### src/rtl/seg7_scan_driver.sv
// Multiplexed common-anode 7-segment driver: one digit per refresh slot, tear-free
// frame-aligned updates, per-digit blank/dp, leading-zero suppression, anti-ghost gap.
module seg7_scan_driver #(
    parameter int DIGITS      = 4,
    parameter int REFRESH_DIV = 50000,
    parameter int BLANK_CYC   = 4
) (
    input  logic                clk,
    input  logic                rst_n,
    input  logic [4*DIGITS-1:0] value,
    input  logic [DIGITS-1:0]   dp,
    input  logic [DIGITS-1:0]   blank,
    input  logic                lz_en,
    input  logic                load,
    output logic [6:0]          seg,
    output logic                dp_n,
    output logic [DIGITS-1:0]   an,
    output logic                frame_start
);
    localparam int CW = $clog2(REFRESH_DIV);
    localparam int IW = (DIGITS > 1) ? $clog2(DIGITS) : 1;
    localparam logic [CW-1:0] CNT_LAST  = CW'(REFRESH_DIV - 1);
    localparam logic [CW-1:0] BLANK_LIM = CW'(BLANK_CYC);
    localparam logic [IW-1:0] IDX_LAST  = IW'(DIGITS - 1);

    typedef struct packed {
        logic [DIGITS-1:0][3:0] val;
        logic [DIGITS-1:0]      dp;
        logic [DIGITS-1:0]      blank;
        logic                   lz;
    } disp_t;

    function automatic logic [6:0] glyph(input logic [3:0] n);
        case (n)
            4'h0: glyph = 7'h40;  4'h1: glyph = 7'h79;
            4'h2: glyph = 7'h24;  4'h3: glyph = 7'h30;
            4'h4: glyph = 7'h19;  4'h5: glyph = 7'h12;
            4'h6: glyph = 7'h02;  4'h7: glyph = 7'h78;
            4'h8: glyph = 7'h00;  4'h9: glyph = 7'h10;
            4'hA: glyph = 7'h08;  4'hB: glyph = 7'h03;
            4'hC: glyph = 7'h46;  4'hD: glyph = 7'h21;
            4'hE: glyph = 7'h06;  default: glyph = 7'h0E;
        endcase
    endfunction

    logic [CW-1:0]     cnt_q, cnt_d;
    logic [IW-1:0]     idx_q, idx_d;
    logic              pend_q, pend_d;
    disp_t             shadow_q, shadow_d, active_q, active_d;
    logic [6:0]        seg_q, seg_d;
    logic              dp_n_q, dp_n_d, fs_q, fs_d;
    logic [DIGITS-1:0] an_q, an_d;

    logic              slot_end, frame_end, cur_dark, cur_dp;
    logic [3:0]        nib;
    logic [DIGITS-1:0] zero_from, lz_mask, dark;

    always_comb begin
        slot_end  = (cnt_q == CNT_LAST);
        frame_end = slot_end && (idx_q == IDX_LAST);
        cnt_d     = slot_end ? '0 : cnt_q + 1'b1;
        idx_d     = idx_q;
        if (slot_end) idx_d = (idx_q == IDX_LAST) ? '0 : idx_q + 1'b1;

        // A load landing on the boundary still promotes the older shadow first.
        shadow_d = shadow_q;
        active_d = active_q;
        pend_d   = pend_q;
        if (frame_end && pend_q) begin
            active_d = shadow_q;
            pend_d   = 1'b0;
        end
        if (load) begin
            shadow_d = '{val: value, dp: dp, blank: blank, lz: lz_en};
            pend_d   = 1'b1;
        end
    end

    always_comb begin
        // zero_from[d]: every nibble from d up to the leftmost digit is zero
        zero_from = '0;
        zero_from[DIGITS-1] = (active_q.val[DIGITS-1] == 4'h0);
        for (int d = DIGITS - 2; d >= 0; d--)
            zero_from[d] = zero_from[d+1] && (active_q.val[d] == 4'h0);
        lz_mask    = zero_from;
        lz_mask[0] = 1'b0;
        dark       = active_q.blank | ({DIGITS{active_q.lz}} & lz_mask);

        nib      = '0;
        cur_dark = 1'b0;
        cur_dp   = 1'b0;
        seg_d    = 7'h7F;
        dp_n_d   = 1'b1;
        an_d     = '1;
        for (int d = 0; d < DIGITS; d++) begin
            if (idx_q == IW'(d)) begin
                nib      = active_q.val[d];
                cur_dark = dark[d];
                cur_dp   = active_q.dp[d];
                if (cnt_q >= BLANK_LIM) an_d[d] = 1'b0;
            end
        end
        if (cnt_q >= BLANK_LIM && !cur_dark) begin
            seg_d  = glyph(nib);
            dp_n_d = ~cur_dp;
        end
        fs_d = (cnt_q == '0) && (idx_q == '0);
    end

    always_ff @(posedge clk) begin
        if (!rst_n) begin
            cnt_q    <= '0;
            idx_q    <= '0;
            pend_q   <= 1'b0;
            shadow_q <= '0;
            active_q <= '0;
            seg_q    <= 7'h7F;
            dp_n_q   <= 1'b1;
            an_q     <= '1;
            fs_q     <= 1'b0;
        end else begin
            cnt_q    <= cnt_d;
            idx_q    <= idx_d;
            pend_q   <= pend_d;
            shadow_q <= shadow_d;
            active_q <= active_d;
            seg_q    <= seg_d;
            dp_n_q   <= dp_n_d;
            an_q     <= an_d;
            fs_q     <= fs_d;
        end
    end

    assign seg         = seg_q;
    assign dp_n        = dp_n_q;
    assign an          = an_q;
    assign frame_start = fs_q;
endmodule
### config.mk
export PLATFORM = sky130hd
export DESIGN_NAME = seg7_scan_driver
export DESIGN_NICKNAME = d
export VERILOG_FILES = /design/src/rtl/seg7_scan_driver.sv
export SDC_FILE = /design/constraint.sdc
export NUM_CORES = 1
export LEC_CHECK = 0
export CORE_UTILIZATION = 56
export CTS_CLUSTER_DIAMETER = 40
export DETAILED_ROUTE_END_ITERATION = 6
export PLACE_DENSITY_LB_ADDON = 0.05
export SLEW_MARGIN = 40
export SYNTH_ARGS = -nofsm -noshare
export SYNTH_HDL_FRONTEND = slang
export SYNTH_SLANG_ARGS = --single-unit
### constraint.sdc
create_clock -name clk -period 3.25 [get_ports clk]
set_input_delay 0.4875 -clock clk [delete_from_list [all_inputs] [get_ports clk]]
set_output_delay 0.4875 -clock clk [all_outputs]
set_load 0.05 [all_outputs]
; After elaboration in Yosys (flattened, before gate mapping)
; Memories as Yosys holds them, arrays and structs flattened. A register that Yosys moved wholly into a read port is not among the register bits.
; Index checks and enable logic that the tools add are counted.
[totals]
romBits = 112
mem_bits_rw = 0
reg_bits = 75
inputBits = 28
output_inout_bits = 13
latch_bits = 0
wordCells = 71
memories = 1
[mem_list]
columns = memory, depth, width, read_ports, rd_ports_with_merged_regs, write_ports, line
row1 = (name not given), 16, 7, 1, 1, 0, 34  ; case (n)
[classes]
mul = 0
n_eq_ne = 4
n_div = 0
order_cmp = 1
n_reduce_logical = 20
shift = 0
n_mux = 16
addsub = 2
n_bitwise = 4
[op_table]
columns = cell, count
row1 = $add 16x1->16 const B, 1
row2 = $eq 16x16->1 const B, 1
row3 = $ge 16x3->1 const B, 1
row4 = $logic_not 16->1, 1
row5 = $mux 4, 4
row6 = $logic_not 4->1, 3
row7 = $mux 1, 11
row8 = $reduce_and 2->1, 5
row9 = $logic_and 1x1->1, 6
row10 = $and 4x4->4, 1
row11 = $eq 2x2->1 const B, 2
row12 = $or 4x4->4, 1
row13 = $add 2x1->2 const B, 1
row14 = $eq 2x1->1 const B, 1
row15 = $logic_not 1->1, 2
row16 = $logic_not 2->1, 1
row17 = $mux 2, 1
row18 = $not 1->1, 2
row19 = $reduce_bool 2->1, 1
row20 = $reduce_or 2->1, 1

; Depth between registers and ports, before layout
; Gate-level depths: netlist of the first run.
[logic_depth]
ltp_word = 13
mapped_depth = 11
ltp_nobuf = 10

; Worst setup path after synthesis of the first run
; No wires, ideal clock.
[synth_timing]
path_type = register to register
from = reg idx_q[0]
to = reg seg_q[3], in the netlist seg[3]
t_required_ps = 3124
path_stages_with_launch = 10
setup_ps = 126
slack_ps = 873
t_arrival_ps = 2251
n_path_buf = 1
period_less_slack_ps = 2377
cell_sequence = dfxtp_1 > inv_1 > ha_1 > buf_4 > inv_1 > o311ai_0 > inv_1 > ha_1 > a211oi_1 > o21ai_1
[synth_via]
elab_chain_len = 9
word_cells_on_any_way = 16
cone_classes = 3 x eq/ne / 8 x mux / 5 x reduce/logical
[synth_rtl]
columns = item, line
row1 = from (decl), 47  ; logic [IW-1:0] idx_q, idx_d;
row2 = from (signal assigned), 123  ; idx_q <= idx_d;
row3 = $logic_not 2->1, 96  ; if (idx_q == IW'(d)) begin
row4 = $mux 1 (4 in series), 96
row5 = $logic_not 1->1, 103  ; if (cnt_q >= BLANK_LIM && !cur_dark) begin
row6 = $logic_and 1x1->1, 103
row7 = $reduce_and 2->1 (no line), --
row8 = $logic_not 1->1 (no line), --
row9 = to (decl), 50  ; logic [6:0] seg_q, seg_d;
; Several ways; a longest one is shown, not always the timed one.
; A chain may end at the register's enable or synchronous reset.

; Worst setup path after layout of the first run
[layout_timing]
from = reg idx_q[1]
to = reg seg_q[3], in the netlist seg[3]
; Same word-level chain as after synthesis.

==> flow_metrics.tcl, run 1 <==
set metrics [dict create \
    status "completed" \
    setup-tns-final_ns 0 \
    vias 2687 \
    postSynthAreaPerCell_um2 9.25 \
    synth_top_area_share_pct 44.8 \
    yosysUniqueCellTypes 48 \
    antenna_found_initial 0 \
    path_buf_inv 1 \
    dr.pass1.iters 4 \
    crit_path_max_fanout 20 \
    cts_root_buf "clkbuf_8" \
    intPower_uw 1530 \
    track_usage_pct 20.7 \
    dpl.hpwl_um 4400 \
    fmax_ghz 0.417 \
    grt_pass1_vias 2622 \
    power_frac_seq_pct 53.5 \
    regArea_mm2 0.00164 \
    placementRows 29 \
    critPathMaxStageDelay_ns 0.63 \
    skew_ns 0.0117 \
    cts.path.max_buffers 2 \
    synth_area_leaders "dfxtp_1, mux2i_1, nand2_1" \
    drv_cap 0 \
    final_max_slew_viol_count 0 \
    syn-cell-area_mm2 0.00366 \
    wl_per_cell_um 12.6 \
    die-area_mm2 0.00687 \
    areaGrowthSynthToFinish_pct 16.5 \
    cp_top_family "adder cells" \
    final_hold_viol_count 0 \
    place_ws_ns 0.756 \
    drtIter0Drc 84 \
    grt_max_degree 58 \
    clockPowerShare_pct 40.0 \
    die_w_um 82.9 \
    whs_ns 0.455 \
    r2r-start "idx_q[1]" \
    yosysMostFrequentCell "dfxtp_1" \
    crit-reg2reg-capture "seg[3]" \
    cts_max_level 3 \
    ys_ff_latch 82 \
    worstSetupStartpointType "register" \
    fin_crit_sh_pct 73.7 \
    io_pins 41 \
    grt_pass1_wl_um 11600 \
    cts_hold_buffers 0 \
    gp_congestion 0.770 \
    required_ns 3.47 \
    ys_warn_count 0 \
    drt-total-wl_um 6460 \
    clkSinkCount 82 \
    hp-class "reg -> reg" \
    switchingPower_uw 420 \
    yosysTopAreaCell "dfxtp_1" \
    placed_cells 495 \
    multi_input_area_mm2 0.00184 \
    p_comb_share_pct 6.5 \
    whs_path_depth 2 \
    syn_nets 436 \
    worstMarginPinSlew_ns 0.699 \
    cp_data_arrival_time_ns 2.61 \
    crit_path_end_kind "register" \
    clock_latency_ns 0.35 \
    vias_per_cell 5.26 \
    start_util_pct 57.7 \
    async_flop_share_pct 0 \
    die_y_um 82.9 \
    synth_edf_count 0 \
    cts_resized 0 \
    r2r_slack_ns 0.85 \
    ff2ff_path_depth 9 \
    finalNonFillerCells 511 \
    cp_cell_sequence "ha_1 -> a211oi_1 -> o21ai_0 -> o311ai_0 -> buf_4 -> ha_1 -> nor2b_1 -> a211oi_1 -> o21ai_1" \
    cts_tree "yes" \
    netlist_instances 396 \
    worst_slack_ns 0.854 \
    cpMaxStageDelayCell "ha_1" \
    drc 0 \
    n_fill_cell 528 \
    io_buffers 40 \
    cts_inserted_buffers 9 \
    hp-start "shadow_q[9]" \
    postRouteAntennaNets 0 \
    swShare_pct 21.5 \
    grt_overflow_total 0 \
    antenna_cells 0 \
    fin_crit_ns 2.40 \
    seq_area_frac_synth_pct 44.8 \
    path_clk_slew_ns 0.08 \
    whs_endpoint "active_q[9]" \
    ys.flop_type "dfxtp_1" \
    cts_setup_buffers 0 \
    rsz0062_at_grt "no" \
    power_leakage_uw 0.00162 \
    fin_nets 469 \
    powerDensity_mw_per_mm2 458 \
    drive_gt1_share_pct 5.76 \
    path_class "reg -> reg" \
    vdd_ir_drop_max_v 0.000355 \
    synth_commonest_cells "dfxtp_1, nand2_1, mux2i_1, nor2b_1, nor2_1" \
    final-setup-viol-count 0 \
    core-area_mm2 0.00635 \
    place_area_mm2 0.00405 \
    max_slew_margin_pct 53.4 \
    stdcell_area_mm2 0.00427 \
]
## stage by stage
step | total power, uW | util, %
6_report | 1950 | 67.3
3_5_place_dp | 1200 | 63.7
4_1_cts | 1980 | 67.1
3_3_place_gp | 1200 | 63.7
5_1_grt | 2030 | 67.3
2_1_floorplan | 1140 | -
## placed cells by master (no fill, tap or decap), types with 12 or more instances in the layout
cell and instances:
dfxtp_1 82, nand2_1 69, clkdlybuf4s50_1 40, mux2i_1 29, nor2b_1 27, nor2_1 25, a21boi_1 20, inv_1 12
ha_1 12
## cell type report
class	instances	share of cell area, %
Sequential cell	82	38.4
Timing Repair Buffer	45	10.3
Tap cell	77	2.26
Clock inverter	5	1.85
Multi-Input combinational cell	279	43.1
Clock buffer	11	3.08
Inverter	12	1.05
## power by group through the flow
stage                     registers [uW]  logic (uW)  clock network, uW
after CTS                           1050         129                803
after detailed placement            1070         129                  0
after global placement              1070         127                  0
after floorplan                     1080        62.2                  0
after global routing                1050         140                839
final                               1050         127                781
## worst max-delay path by stage
stage | startpoint | endpoint | slack (ns) | cells after the start
after floorplan | idx_q[0] | seg[3] | 0.87 | 9
after global placement | idx_q[0] | seg[3] | 0.87 | 9
after detailed placement | idx_q[0] | seg[0] | 0.76 | 6
after CTS | idx_q[0] | seg[0] | 0.74 | 6
after global routing | idx_q[1] | seg[3] | 0.56 | 9
final | idx_q[1] | seg[3] | 0.85 | 9
## layer usage
metal / GRT usage, % / routed length, um
met1: 24.0 / 3090
met2: 36.0 / 3080
met3: 6.86 / 206
met4: 6.58 / 79
met5: 0 / 0
## worst min-delay path, cell delays in order (launching register included)
cell	delay [ns]
dfxtp_1	0.32
nand2_1	0.05
a21boi_1	0.05
## registers in the layout (all words and copies together) (netlist names)
register	cells
an	4
dp_n	1
active_q	25
shadow_q	25
idx_q	2
cnt_q	16
seg	7
frame_start	1
pend_q	1
## cells by family (layout without fill, tap and decap cells)
logic type      count (synthesis)  count (layout)  share of synthesized area (%)
buf+inv                        35              73                           5.36
compound gates                 56              56                           11.3
flops                          82              82                           44.8
simple gates                  168             168                           23.1
xor+xnor                       14              14                           3.35
fa+ha+maj                      12              12                           4.10
mux                            29              29                           7.92
No activity file was read; power rests on OpenSTA's default activity.
==> run 2, diff against run 1 <==
==> constraint.sdc (replaced) <==
create_clock -name clk -period 2.43 [get_ports clk]
set_input_delay 0.3645 -clock clk [delete_from_list [all_inputs] [get_ports clk]]
set_output_delay 0.3645 -clock clk [all_outputs]
set_load 0.05 [all_outputs]
==> run 2 against run 1 <==
Combinational power increased by 34%. Clock skew up 0.0012 ns. Via count decreased by 0.33%. Sequential power is 33% higher. Core utilization grew 0.43 points. Critical path depth stayed put. Critical endpoint unchanged. Largest cell class unchanged. Highest routed layer unchanged.
==> flow_metrics.tcl, run 2 (synthesis results as in run 1) <==
set metrics [dict create \
    path_buf_inv 2 \
    cp_data_arrival_time_ns 2.44 \
    die_w_um 82.9 \
    setup-tns-final_ns 0 \
    postRouteAntennaNets 0 \
    path_depth 9 \
    clock_latency_ns 0.35 \
    drive_gt1_share_pct 7.06 \
    met3_usage_pct 3.88 \
    r2r-start "idx_q[1]" \
    antenna_cells 0 \
    skew_ns 0.0128 \
    grtUsageMet2_pct 34.4 \
    grt_pass1_vias 2581 \
    drtIter0Drc 87 \
    fmax_ghz 0.452 \
    crit-reg2reg-capture "seg[3]" \
    drv_cap 0 \
    path_class "reg -> reg" \
    placementRows 29 \
    clkSinkCount 82 \
    grt_max_degree 58 \
    wl_per_cell_um 12.7 \
    status "completed" \
    cts_root_buf "clkbuf_8" \
    cts_max_level 3 \
    die-area_mm2 0.00687 \
    rsz0062_at_grt "no" \
    crit_path_end_kind "register" \
    critPathMaxStageDelay_ns 0.39 \
    drc 0 \
    drt-total-wl_um 6560 \
    layout_commonest_cell "dfxtp_1" \
    cts_tree "yes" \
    powerDensity_mw_per_mm2 604 \
    vdd_ir_drop_max_v 0.000379 \
    stdcell_area_mm2 0.00430 \
    grt_pass1_wl_um 11600 \
    vias_per_cell 5.19 \
    whs_ns 0.457 \
    required_ns 2.66 \
    dr.pass1.iters 4 \
    areaGrowthSynthToFinish_pct 17.3 \
    final-setup-viol-count 0 \
    r2r_slack_ns 0.22 \
    endpoint "seg[3]" \
    fin_crit_sh_pct 91.0 \
    final_cell_mix "dfxtp_1, nand2_1, clkdlybuf4s50_1" \
    busiest_layer "met2" \
    vias 2678 \
    fin_crit_ns 2.21 \
    ff2ff_path_depth 9 \
    io_buffers 40 \
    grt_overflow_total 0 \
    worstSetupStartpointType "register" \
    io_pins 41 \
    gr-usage-met1_pct 26.0 \
    reg_top3 "active_q (25), shadow_q (25), cnt_q (16)" \
    worst_slack_ns 0.220 \
    crit_start "idx_q[1]" \
    final_hold_viol_count 0 \
    max_slew_margin_pct 66.9 \
    dpl.hpwl_um 4590 \
    cp_top_family "compound AO/OA/AOI/OAI gates" \
    core-area_mm2 0.00635 \
    cts_inserted_buffers 9 \
    die_y_um 82.9 \
    place_ws_ns 0.205 \
    cp_cell_sequence "inv_1 -> ha_1 -> a211oi_1 -> a221o_1 -> inv_1 -> ha_1 -> nor2b_1 -> a211oi_1 -> o21ai_1" \
    path_clk_slew_ns 0.08 \
    place_area_mm2 0.00409 \
    antenna_found_initial 0 \
    cts.path.max_buffers 2 \
    power_leakage_uw 0.00163 \
    cpMaxStageDelayCell "dfxtp_1" \
    crit_path_max_fanout 13 \
    fin_util_pct 67.7 \
    gp_congestion 0.852 \
    fin_nets 474 \
    track_usage_pct 20.6 \
    worstMarginPinSlew_ns 0.495 \
    cts_hold_buffers 0 \
    start_util_pct 57.7 \
    hp-class "reg -> reg" \
    final_max_slew_viol_count 0 \
]
## run 2: cell count changes in the layout (fill, tap and decap cells not counted)
cell        delta
bufinv_16      -1
or3_2          -1
a221oi_2       +1
clkbuf_8       +2
inv_6          +1
a221oi_4       -1
or3_1          +1
buf_4          +5
clkbuf_1       -2
o311ai_0       -1
clkinvlp_4     +3
clkinv_4       -1
o311ai_1       +1
clkinv_2       -2
## run 2: what timing repair did
action | in CTS | in global routing
resized for setup | 0 | 1
endpoints found under the setup margin | 0 | 1
buffers inserted | 0 | 0
## run 2: final cells by class
cell class / count / area, um2
multi-input cells: 279 / 1830
inverters: 12 / 45.0
flip-flops and latches: 82 / 1640
repair buffers: 50 / 475
well taps: 77 / 96.3
clock inverters: 5 / 61.3
fillers: 526 / 2050
clock buffers: 11 / 151
## run 2: how the worst min path moves through the flow
| stage | from | endpoint | slack (ns) | cells past startpoint |
|---|---|---|---|---|
| 6_report | shadow_q[19] | active_q[19] | 0.46 | 2 |
| 5_1_grt | active_q[6] | active_q[6] | 0.48 | 2 |
| 3_5_place_dp | shadow_q[10] | active_q[10] | 0.45 | 2 |
| 2_1_floorplan | active_q[21] | active_q[21] | 0.43 | 2 |
| 4_1_cts | shadow_q[10] | active_q[10] | 0.46 | 2 |
| 3_3_place_gp | active_q[21] | active_q[21] | 0.44 | 2 |
## run 2: metrics by stage
stage,power [uW],cells
global route,2690,516
floorplan,1530,396
global placement,1600,500
finish,2590,516
CTS,2620,516
detailed placement,1600,500
## run 2: tightest hold or removal path, cell delays in order, from the launching register on
cell	delay (ns)
dfxtp_1	0.32
nand2_1	0.05
a21boi_1	0.05
## run 2: per-layer routing
layer | vias to the layer above | part of all wire [%]
li1 | 1403 | -
met1 | 1229 | 49
met2 | 37 | 48
met3 | 9 | 2.3
met4 | 0 | 1.5
met5 | - | 0
## run 2: power breakdown
part,leakage [uW],internal [uW],switching (uW)
Sequential,0.000667,1380,20.5
Combinational,0.000869,95.1,75.3
Clock,0.0000982,534,491
Total,0.00163,2010,587
